## src/rtl/cmp_sort_if.sv

```systemverilog
// Handshake/bus bundle for cmp_sort_ctrl: write port, start, read port and status.
// Optional statistics outputs exist only when SORT_STATS_EN is defined.
interface cmp_sort_if #(
  parameter int unsigned DEPTH = 4,
  parameter int unsigned WIDTH = 4
);
  localparam int unsigned AW = (DEPTH > 2) ? $clog2(DEPTH) : 1;

  logic             wr_en;
  logic [AW-1:0]    wr_addr;
  logic [WIDTH-1:0] wr_data;
  logic             start;
  logic [AW-1:0]    rd_addr;
  logic [WIDTH-1:0] rd_data;
  logic             busy;
  logic             done;
`ifdef SORT_STATS_EN
  logic [7:0]       cmp_cnt;
  logic [7:0]       swap_cnt;

  modport master (
    output wr_en, wr_addr, wr_data, start, rd_addr,
    input  rd_data, busy, done, cmp_cnt, swap_cnt
  );
  modport slave (
    input  wr_en, wr_addr, wr_data, start, rd_addr,
    output rd_data, busy, done, cmp_cnt, swap_cnt
  );
`else
  modport master (
    output wr_en, wr_addr, wr_data, start, rd_addr,
    input  rd_data, busy, done
  );
  modport slave (
    input  wr_en, wr_addr, wr_data, start, rd_addr,
    output rd_data, busy, done
  );
`endif
endinterface

```

## src/rtl/cmp_sort_ctrl.sv

```systemverilog
// In-place ascending bubble sorter: one shared greater-than compare (and optional swap) per clock.
// Define SORT_STATS_EN to add saturating compare/swap counters (cmp_cnt, swap_cnt).
module cmp_sort_ctrl #(
  parameter int unsigned DEPTH = 4,
  parameter int unsigned WIDTH = 4
) (
  input logic       clk,
  input logic       rst_n,
  cmp_sort_if.slave bus
);
  localparam int unsigned AW = (DEPTH > 2) ? $clog2(DEPTH) : 1;

  typedef enum logic [1:0] {
    IDLE = 2'd0,
    SORT = 2'd1,
    DONE = 2'd2
  } state_t;

  state_t           state, state_nxt;
  logic [WIDTH-1:0] mem [DEPTH];
  logic [AW-1:0]    j, j_nxt, pass, pass_nxt;
  logic             swapped, swapped_nxt;
  logic             busy_q, done_q, busy_nxt, done_nxt;

  logic [AW-1:0]    j1_c;
  logic [WIDTH-1:0] a_c, b_c;
  logic             gt_c, last_c, pass_last_c;
  logic             wr_ok_c, swap_c;

  // Shared comparator on the adjacent pair (j, j+1)
  assign j1_c        = j + AW'(1);
  assign a_c         = mem[j];
  assign b_c         = mem[j1_c];
  assign gt_c        = a_c > b_c;
  assign last_c      = (j == (AW'(DEPTH - 2) - pass));
  assign pass_last_c = (pass == AW'(DEPTH - 2));

  assign bus.rd_data = mem[bus.rd_addr];
  assign bus.busy    = busy_q;
  assign bus.done    = done_q;

  always_comb begin
    state_nxt   = state;
    j_nxt       = j;
    pass_nxt    = pass;
    swapped_nxt = swapped;
    wr_ok_c     = 1'b0;
    swap_c      = 1'b0;
    case (state)
      IDLE, DONE: begin
        wr_ok_c = bus.wr_en;
        if (bus.start) begin
          state_nxt   = SORT;
          j_nxt       = '0;
          pass_nxt    = '0;
          swapped_nxt = 1'b0;
        end else if (bus.wr_en) begin
          state_nxt = IDLE;
        end
      end
      SORT: begin
        swap_c = gt_c;
        if (last_c) begin
          // A clean pass, or the final pass, means the array is ordered
          if (!(swapped || gt_c) || pass_last_c) begin
            state_nxt = DONE;
          end else begin
            pass_nxt    = pass + AW'(1);
            j_nxt       = '0;
            swapped_nxt = 1'b0;
          end
        end else begin
          j_nxt       = j1_c;
          swapped_nxt = swapped | gt_c;
        end
      end
      default: state_nxt = IDLE;
    endcase
    busy_nxt = (state_nxt == SORT);
    done_nxt = (state_nxt == DONE);
  end

  always_ff @(posedge clk or negedge rst_n) begin
    if (!rst_n) begin
      state   <= IDLE;
      busy_q  <= 1'b0;
      done_q  <= 1'b0;
      j       <= '0;
      pass    <= '0;
      swapped <= 1'b0;
    end else begin
      state   <= state_nxt;
      busy_q  <= busy_nxt;
      done_q  <= done_nxt;
      j       <= j_nxt;
      pass    <= pass_nxt;
      swapped <= swapped_nxt;
    end
  end

  // Register file: host writes outside SORT, pair swaps during SORT
  always_ff @(posedge clk or negedge rst_n) begin
    if (!rst_n) begin
      for (int i = 0; i < int'(DEPTH); i++) mem[i] <= '0;
    end else if (wr_ok_c) begin
      mem[bus.wr_addr] <= bus.wr_data;
    end else if (swap_c) begin
      mem[j]    <= b_c;
      mem[j1_c] <= a_c;
    end
  end

`ifdef SORT_STATS_EN
  logic [7:0] cmp_q, swp_q;

  always_ff @(posedge clk or negedge rst_n) begin
    if (!rst_n) begin
      cmp_q <= 8'd0;
      swp_q <= 8'd0;
    end else if (state != SORT && bus.start) begin
      cmp_q <= 8'd0;
      swp_q <= 8'd0;
    end else begin
      if (state == SORT && cmp_q != 8'hFF) cmp_q <= cmp_q + 8'd1;
      if (swap_c && swp_q != 8'hFF)        swp_q <= swp_q + 8'd1;
    end
  end

  assign bus.cmp_cnt  = cmp_q;
  assign bus.swap_cnt = swp_q;
`endif

endmodule
```

## src/flat_wrapper.sv

```systemverilog
// flat-port wrapper written by rule: the top's interface ports become plain ports
module cmp_sort_ctrl_flat 
#(
  parameter int unsigned DEPTH = 4,
  parameter int unsigned WIDTH = 4
)
  (clk, rst_n, bus_wr_en, bus_wr_addr, bus_wr_data, bus_start, bus_rd_addr, bus_rd_data, bus_busy, bus_done);
  cmp_sort_if #(.DEPTH(DEPTH), .WIDTH(WIDTH)) bus_i ();
  input logic clk;
  input logic rst_n;
  input wire logic [$bits(bus_i.wr_en)-1:0] bus_wr_en;
  input wire logic [$bits(bus_i.wr_addr)-1:0] bus_wr_addr;
  input wire logic [$bits(bus_i.wr_data)-1:0] bus_wr_data;
  input wire logic [$bits(bus_i.start)-1:0] bus_start;
  input wire logic [$bits(bus_i.rd_addr)-1:0] bus_rd_addr;
  output wire logic [$bits(bus_i.rd_data)-1:0] bus_rd_data;
  output wire logic [$bits(bus_i.busy)-1:0] bus_busy;
  output wire logic [$bits(bus_i.done)-1:0] bus_done;
  assign bus_i.wr_en = bus_wr_en;
  assign bus_i.wr_addr = bus_wr_addr;
  assign bus_i.wr_data = bus_wr_data;
  assign bus_i.start = bus_start;
  assign bus_i.rd_addr = bus_rd_addr;
  assign bus_rd_data = bus_i.rd_data;
  assign bus_busy = bus_i.busy;
  assign bus_done = bus_i.done;
  cmp_sort_ctrl #(.DEPTH(DEPTH), .WIDTH(WIDTH)) u_core (.clk(clk), .rst_n(rst_n), .bus(bus_i));
endmodule
```

## config.mk

```make
export PLATFORM = sky130hd
export DESIGN_NAME = cmp_sort_ctrl_flat
export DESIGN_NICKNAME = d
export VERILOG_FILES = /design/src/rtl/cmp_sort_if.sv /design/src/rtl/cmp_sort_ctrl.sv /design/src/flat_wrapper.sv
export SDC_FILE = /design/constraint.sdc
export NUM_CORES = 1
export LEC_CHECK = 0
export CAP_MARGIN = 5
export CELL_PAD_IN_SITES_DETAIL_PLACEMENT = 1
export CELL_PAD_IN_SITES_GLOBAL_PLACEMENT = 1
export CORE_MARGIN = 5
export CORE_UTILIZATION = 46
export DETAILED_ROUTE_END_ITERATION = 8
export PLACE_DENSITY_LB_ADDON = 0.1
export SLEW_MARGIN = 20
export SYNTH_ARGS = -nofsm -noshare
export SYNTH_HDL_FRONTEND = slang
export SYNTH_SLANG_ARGS = --single-unit
```

## constraint.sdc

```tcl
create_clock -name clk -period 4.4 [get_ports clk]
set_clock_uncertainty 0.05 [all_clocks]
set_input_delay 0.88 -clock clk [delete_from_list [all_inputs] [get_ports clk]]
set_output_delay 0.88 -clock clk [all_outputs]
set_load 0.01 [all_outputs]
```

==> results of run 1 <==
## layout make-up
type                    count  area (µm²)
clock buffers               3       41.29
inverters                   7       26.28
repair buffers             19       180.2
clock inverters             1       7.507
multi-input cells         144        1274
well taps                  50       62.56
fillers                   468        1869
flip-flops and latches     25       625.6
## stage by stage
step / setup slack, ns / hold slack, ns
3_3_place_gp: 0.7617 / 0.4986
6_report: 0.5701 / 0.5308
2_1_floorplan: 0.9591 / 0.4460
5_1_grt: 0.3489 / 0.5558
3_5_place_dp: 0.5735 / 0.5101
4_1_cts: 0.5384 / 0.5316
## state kept, by name, indices dropped and copies added (netlist names)
register	count
u_core.swapped	1
u_core.state	2
u_core.pass	2
u_core.bus.done	1
u_core.mem	16
u_core.bus.busy	1
u_core.j	2
## how the worst max path moves through the flow
stage | startpoint | endpoint | slack, ns | depth (start not counted)
after CTS | u_core.j[1] | u_core.mem[1] | 0.54 | 10
after detailed placement | u_core.j[1] | u_core.mem[1] | 0.57 | 10
after global placement | u_core.j[1] | u_core.mem[3] | 0.76 | 10
final | u_core.j[1] | u_core.mem[2] | 0.57 | 10
after floorplan | u_core.j[1] | u_core.mem[0] | 0.96 | 12
after global routing | u_core.j[1] | u_core.mem[2] | 0.35 | 10
## logic make-up after synthesis
| kind of cell | Yosys count | share of synthesized area (%) |
|---|---|---|
| DFF | 25 | 31.79 |
| buffers and inverters | 15 | 3.624 |
| and+or+nand+nor | 42 | 10.68 |
| muxes | 25 | 21.30 |
| xor gates and xnor gates | 2 | 0.8902 |
| adders and majority gates | 12 | 7.629 |
| AOI/OAI and AO/OA | 63 | 24.09 |
## worst max-delay path: cells and delay by family, from the launching register on
kind	cells	cell delay, ns
mux	2	1.02
flops	1	0.59
compound gates	3	0.80
buf+inv	2	0.26
fa+ha+maj	2	0.78
simple gates	1	0.23
## routing by layer
metal | up-vias | GRT usage (%) | routed length [µm]
li1 | 750 | - | -
met1 | 845 | 35.06 | 2745
met2 | 56 | 35.28 | 2723
met3 | 9 | 3.298 | 337
met4 | 0 | 3.883 | 57
met5 | - | 0 | 0
## layout by cell type (no fill, tap or decap), drive strengths merged, types with 4 or more instances in the layout
master,n
dfrtp,25
a22oi,16
clkdlybuf4s50,16
mux2,12
ha,12
mux4,12
nand2,11
nor2,10
o21ai,10
nor2b,8
inv,7
a21oi,5
o2bb2ai,4
nand3,4
o21a,4
o32a,4
==> flow_summary.ini, run 1 <==
[run_status]
status = complete, no violations

[worst_setup_path]
cp_slowest_stage_delay_ns = 0.63
startpoint_type = flop
reg2reg_from = u_core.j[1]
reg2reg_to = u_core.mem[2]
reg2regPathDepth = 10
crit_path_max_fanout = 10
crit_chain = inv_1, ha_1, mux4_2, inv_1, ha_1, and4_1, o21ba_1, a21o_1, a211oi_4, mux2_2
worstSetupPathType = flop to flop
cp-end-kind = flop
reg2reg_slack_ns = 0.57
cp.arrival_ns = 3.94
cp.required_ns = 4.51
critPathSlowestCell = mux4_2

[logic_synthesis]
synth_top_area_share_pct = 31.79
syn-num-nets = 208
ys.flop_type = dfrtp_1
syn_area_per_cell_um2 = 10.70
synth-edff-count = 0
yosysWarnings = 0
synthDistinctLibCells = 46
syn-instance-count = 184
ys_seq_area_share_pct = 31.79
synth_seq_cells = 25
synth_common_cells = dfrtp_1, a22oi_1, ha_1, mux2_2
yosysTopAreaCell = dfrtp_1
yosysMostFrequentCell = dfrtp_1
synth_area_um2 = 1968
ys_async_sr_fraction_pct = 100.0
synth_area_leaders = dfrtp_1, mux4_2, ha_1, mux2_2, a22oi_1

[sta]
finalSetupTns_ns = 0
fmax_ghz = 0.2611
finalMaxSlewViolations = 0
setup_violations = 0
worstMarginPinSlew_ns = 0.5773
rsz0062_at_grt = no
hold_viol_final = 0
post-route-period-util_pct = 87.04
slew_headroom_pct = 61.51
post-route-min-period_ns = 3.830

[global_routing]
antenna_found_initial = 0
grt_usage_pct = 22.99
grt_pass1_wl_mm = 9.660
grt_pass1_vias = 1750
overflow = 0
grt_max_degree = 26

[layout]
layout-drive-gt1-share_pct = 18.09
nNetsFinal = 224
postLayoutCellArea_um2 = 2217
area_growth_pct = 12.65
postLayoutCoreUtil_pct = 54.26
fin_cells = 249
n_antenna_cell = 0

[route]
drtPass1Iterations = 4
ant_nets = 0
wl_per_cell_um = 23.55
drtIter0Drc = 178
drcViolationCount = 0
dr_total_vias = 1660
avgViaCountPerCell = 6.667
wl_mm = 5.864

[clock_tree]
cts_resized = 0
cts-htree-levels = 1
cts_buffers = 3
clkTransAtPathRegs_ns = 0.10
cts_tree = built
ctsHoldBuffers = 0
clk_path_buf_depth = 2
clockRootBuffer = clkbuf_8
postCtsSetupBuffers = 0
clkLatencyLatePin_ns = 0.28
cts.sinks = 25

[placed_design]
gp_congestion = 0.9167
dp_cells = 245
io_buffers = 17
placed_area_um2 = 2173
hpwl_mm = 4.600

[floorplan]
die_h_um = 75.41
rows = 23
dieArea_um2 = 5687
ios = 18
start_util_pct = 48.16
die_w_um = 75.41
core_area_um2 = 4086

[min_path]
min_path_type = primary input to async pin

[job]
drv_cap = 0
Power of run 1 is not shown: default switching activity piles up to over one toggle a cycle in this logic, so the estimate is an artifact.
==> inputs of run 2 (changes only) <==
==> constraint.sdc (replaced) <==
create_clock -name clk -period 3.8 [get_ports clk]
set_clock_uncertainty 0.05 [all_clocks]
set_input_delay 0.76 -clock clk [delete_from_list [all_inputs] [get_ports clk]]
set_output_delay 0.76 -clock clk [all_outputs]
set_load 0.01 [all_outputs]
==> flow_summary.ini, run 2 (synthesis results as in run 1) <==
[clock_tree]
clkLatencyLatePin_ns = 0.27
clkTransAtPathRegs_ns = 0.09
clk_path_buf_depth = 2
cts_resized = 0
cts.sinks = 25
cts_buffers = 3
postCtsSetupBuffers = 0
clockRootBuffer = clkbuf_8
ctsHoldBuffers = 0
cts_tree = built
cts-htree-levels = 1

[min_path]
min_path_type = primary input to async pin

[worst_setup_path]
reg2regPathDepth = 10
reg2reg_slack_ns = 0.19
reg2reg_to = u_core.mem[4]
cp.arrival_ns = 3.71
reg2reg_from = u_core.j[0]
worstSetupPathType = flop to flop
critPathSlowestCell = mux4_2
cp-endpoint = u_core.mem[4]
cp-end-kind = flop
worstSetupStartpoint = u_core.j[0]
cp.required_ns = 3.91
startpoint_type = flop
crit_path_max_fanout = 7
cp_slowest_stage_delay_ns = 0.65
crit_chain = inv_1, ha_1, mux4_2, inv_1, ha_1, nor2b_1, o211ai_1, a21oi_1, a31oi_1, mux2_2

[route]
wl_mm = 5.762
drtIter0Drc = 113
dr_total_vias = 1661
drtPass1Iterations = 4
avgViaCountPerCell = 6.644
drcViolationCount = 0
ant_nets = 0
wl_per_cell_um = 23.05

[sta]
finalMaxSlewViolations = 0
fmax_ghz = 0.2774
rsz0062_at_grt = no
hold_slack_ns = 0.4298
worstMarginPinSlew_ns = 0.5908
post-route-min-period_ns = 3.605
finalSetupTns_ns = 0
post-route-period-util_pct = 94.87
hold_viol_final = 0
setup_violations = 0
slew_headroom_pct = 60.43

[global_routing]
grt_max_degree = 29
grt_pass1_wl_mm = 9.473
grt_usage_pct = 22.46
antenna_found_initial = 0
overflow = 0
grt_pass1_vias = 1785

[job]
drv_cap = 0

[placed_design]
gp_congestion = 0.8816
io_buffers = 17
hpwl_mm = 4.514

[run_status]
status = complete, no violations

[floorplan]
rows = 23
dieArea_um2 = 5687
core_area_um2 = 4086
ios = 18
die_w_um = 75.41
start_util_pct = 48.16
die_h_um = 75.41

[layout]
nNetsFinal = 225
mostFrequentLayoutCells = dfrtp_1, a22oi_1, clkdlybuf4s50_1
layout_commonest_cell = dfrtp_1
postLayoutCoreUtil_pct = 54.35
top_register = u_core.mem
n_antenna_cell = 0
layout-drive-gt1-share_pct = 18.00
area_growth_pct = 12.84
fillers = 451
largest_register_ffs = 16
## run 2: cell count changes in the layout (fill, tap and decap cells not counted)
cell / previous run / this run
buf_4: 2 / 3
clkbuf_1: 0 / 1
clkinvlp_4: 1 / 0
## run 2: routing by layer
metal,routed length (µm),vias up,GRT usage [%]
li1,-,754,-
met1,2724,863,32.92
met2,2739,38,36.34
met3,228,6,2.639
met4,70,0,3.883
met5,0,-,0
## run 2: layout make-up
type                    instances  area (µm²)  area share, %
inverters                       7       26.28          1.183
multi-input cells             144        1274          57.35
clock buffers                   4       45.04          2.028
flip-flops and latches         25       625.6          28.17
repair buffers                 20       187.7          8.451
well taps                      50       62.56          2.817
## run 2: worst min-delay path by stage
| stage | from | cells after the start | slack, ns | to |
|---|---|---|---|---|
| final | rst_n | 1 | 0.43 | u_core.pass[1] |
| after global routing | rst_n | 1 | 0.48 | u_core.pass[1] |
| after CTS | u_core.mem[6] | 1 | 0.52 | u_core.mem[6] |
| after detailed placement | u_core.mem[6] | 1 | 0.50 | u_core.mem[6] |
| after global placement | u_core.swapped | 2 | 0.49 | u_core.swapped |
| after floorplan | rst_n | 0 | 0.41 | u_core.bus.busy |
## run 2: worst max-delay path, delay by kind of cell (launching register included)
family / cells / cell delay [ns]
DFF: 1 / 0.36
and+or+nand+nor: 1 / 0.14
muxes: 2 / 1.05
adders and majority gates: 2 / 0.73
AOI/OAI and AO/OA: 3 / 0.95
buffers and inverters: 2 / 0.19
## run 2: per-stage QoR
| stage | instance area, µm² | cells | setup slack, ns |
|---|---|---|---|
| detailed placement | 2181 | 246 | 0.2177 |
| CTS | 2226 | 250 | 0.1826 |
| finish | 2221 | 250 | 0.1948 |
| floorplan | 1968 | 184 | 0.3591 |
| global placement | 2181 | 246 | 0.3370 |
| global route | 2221 | 250 | 0.001098 |
Power of run 2 is left out for the same reason.
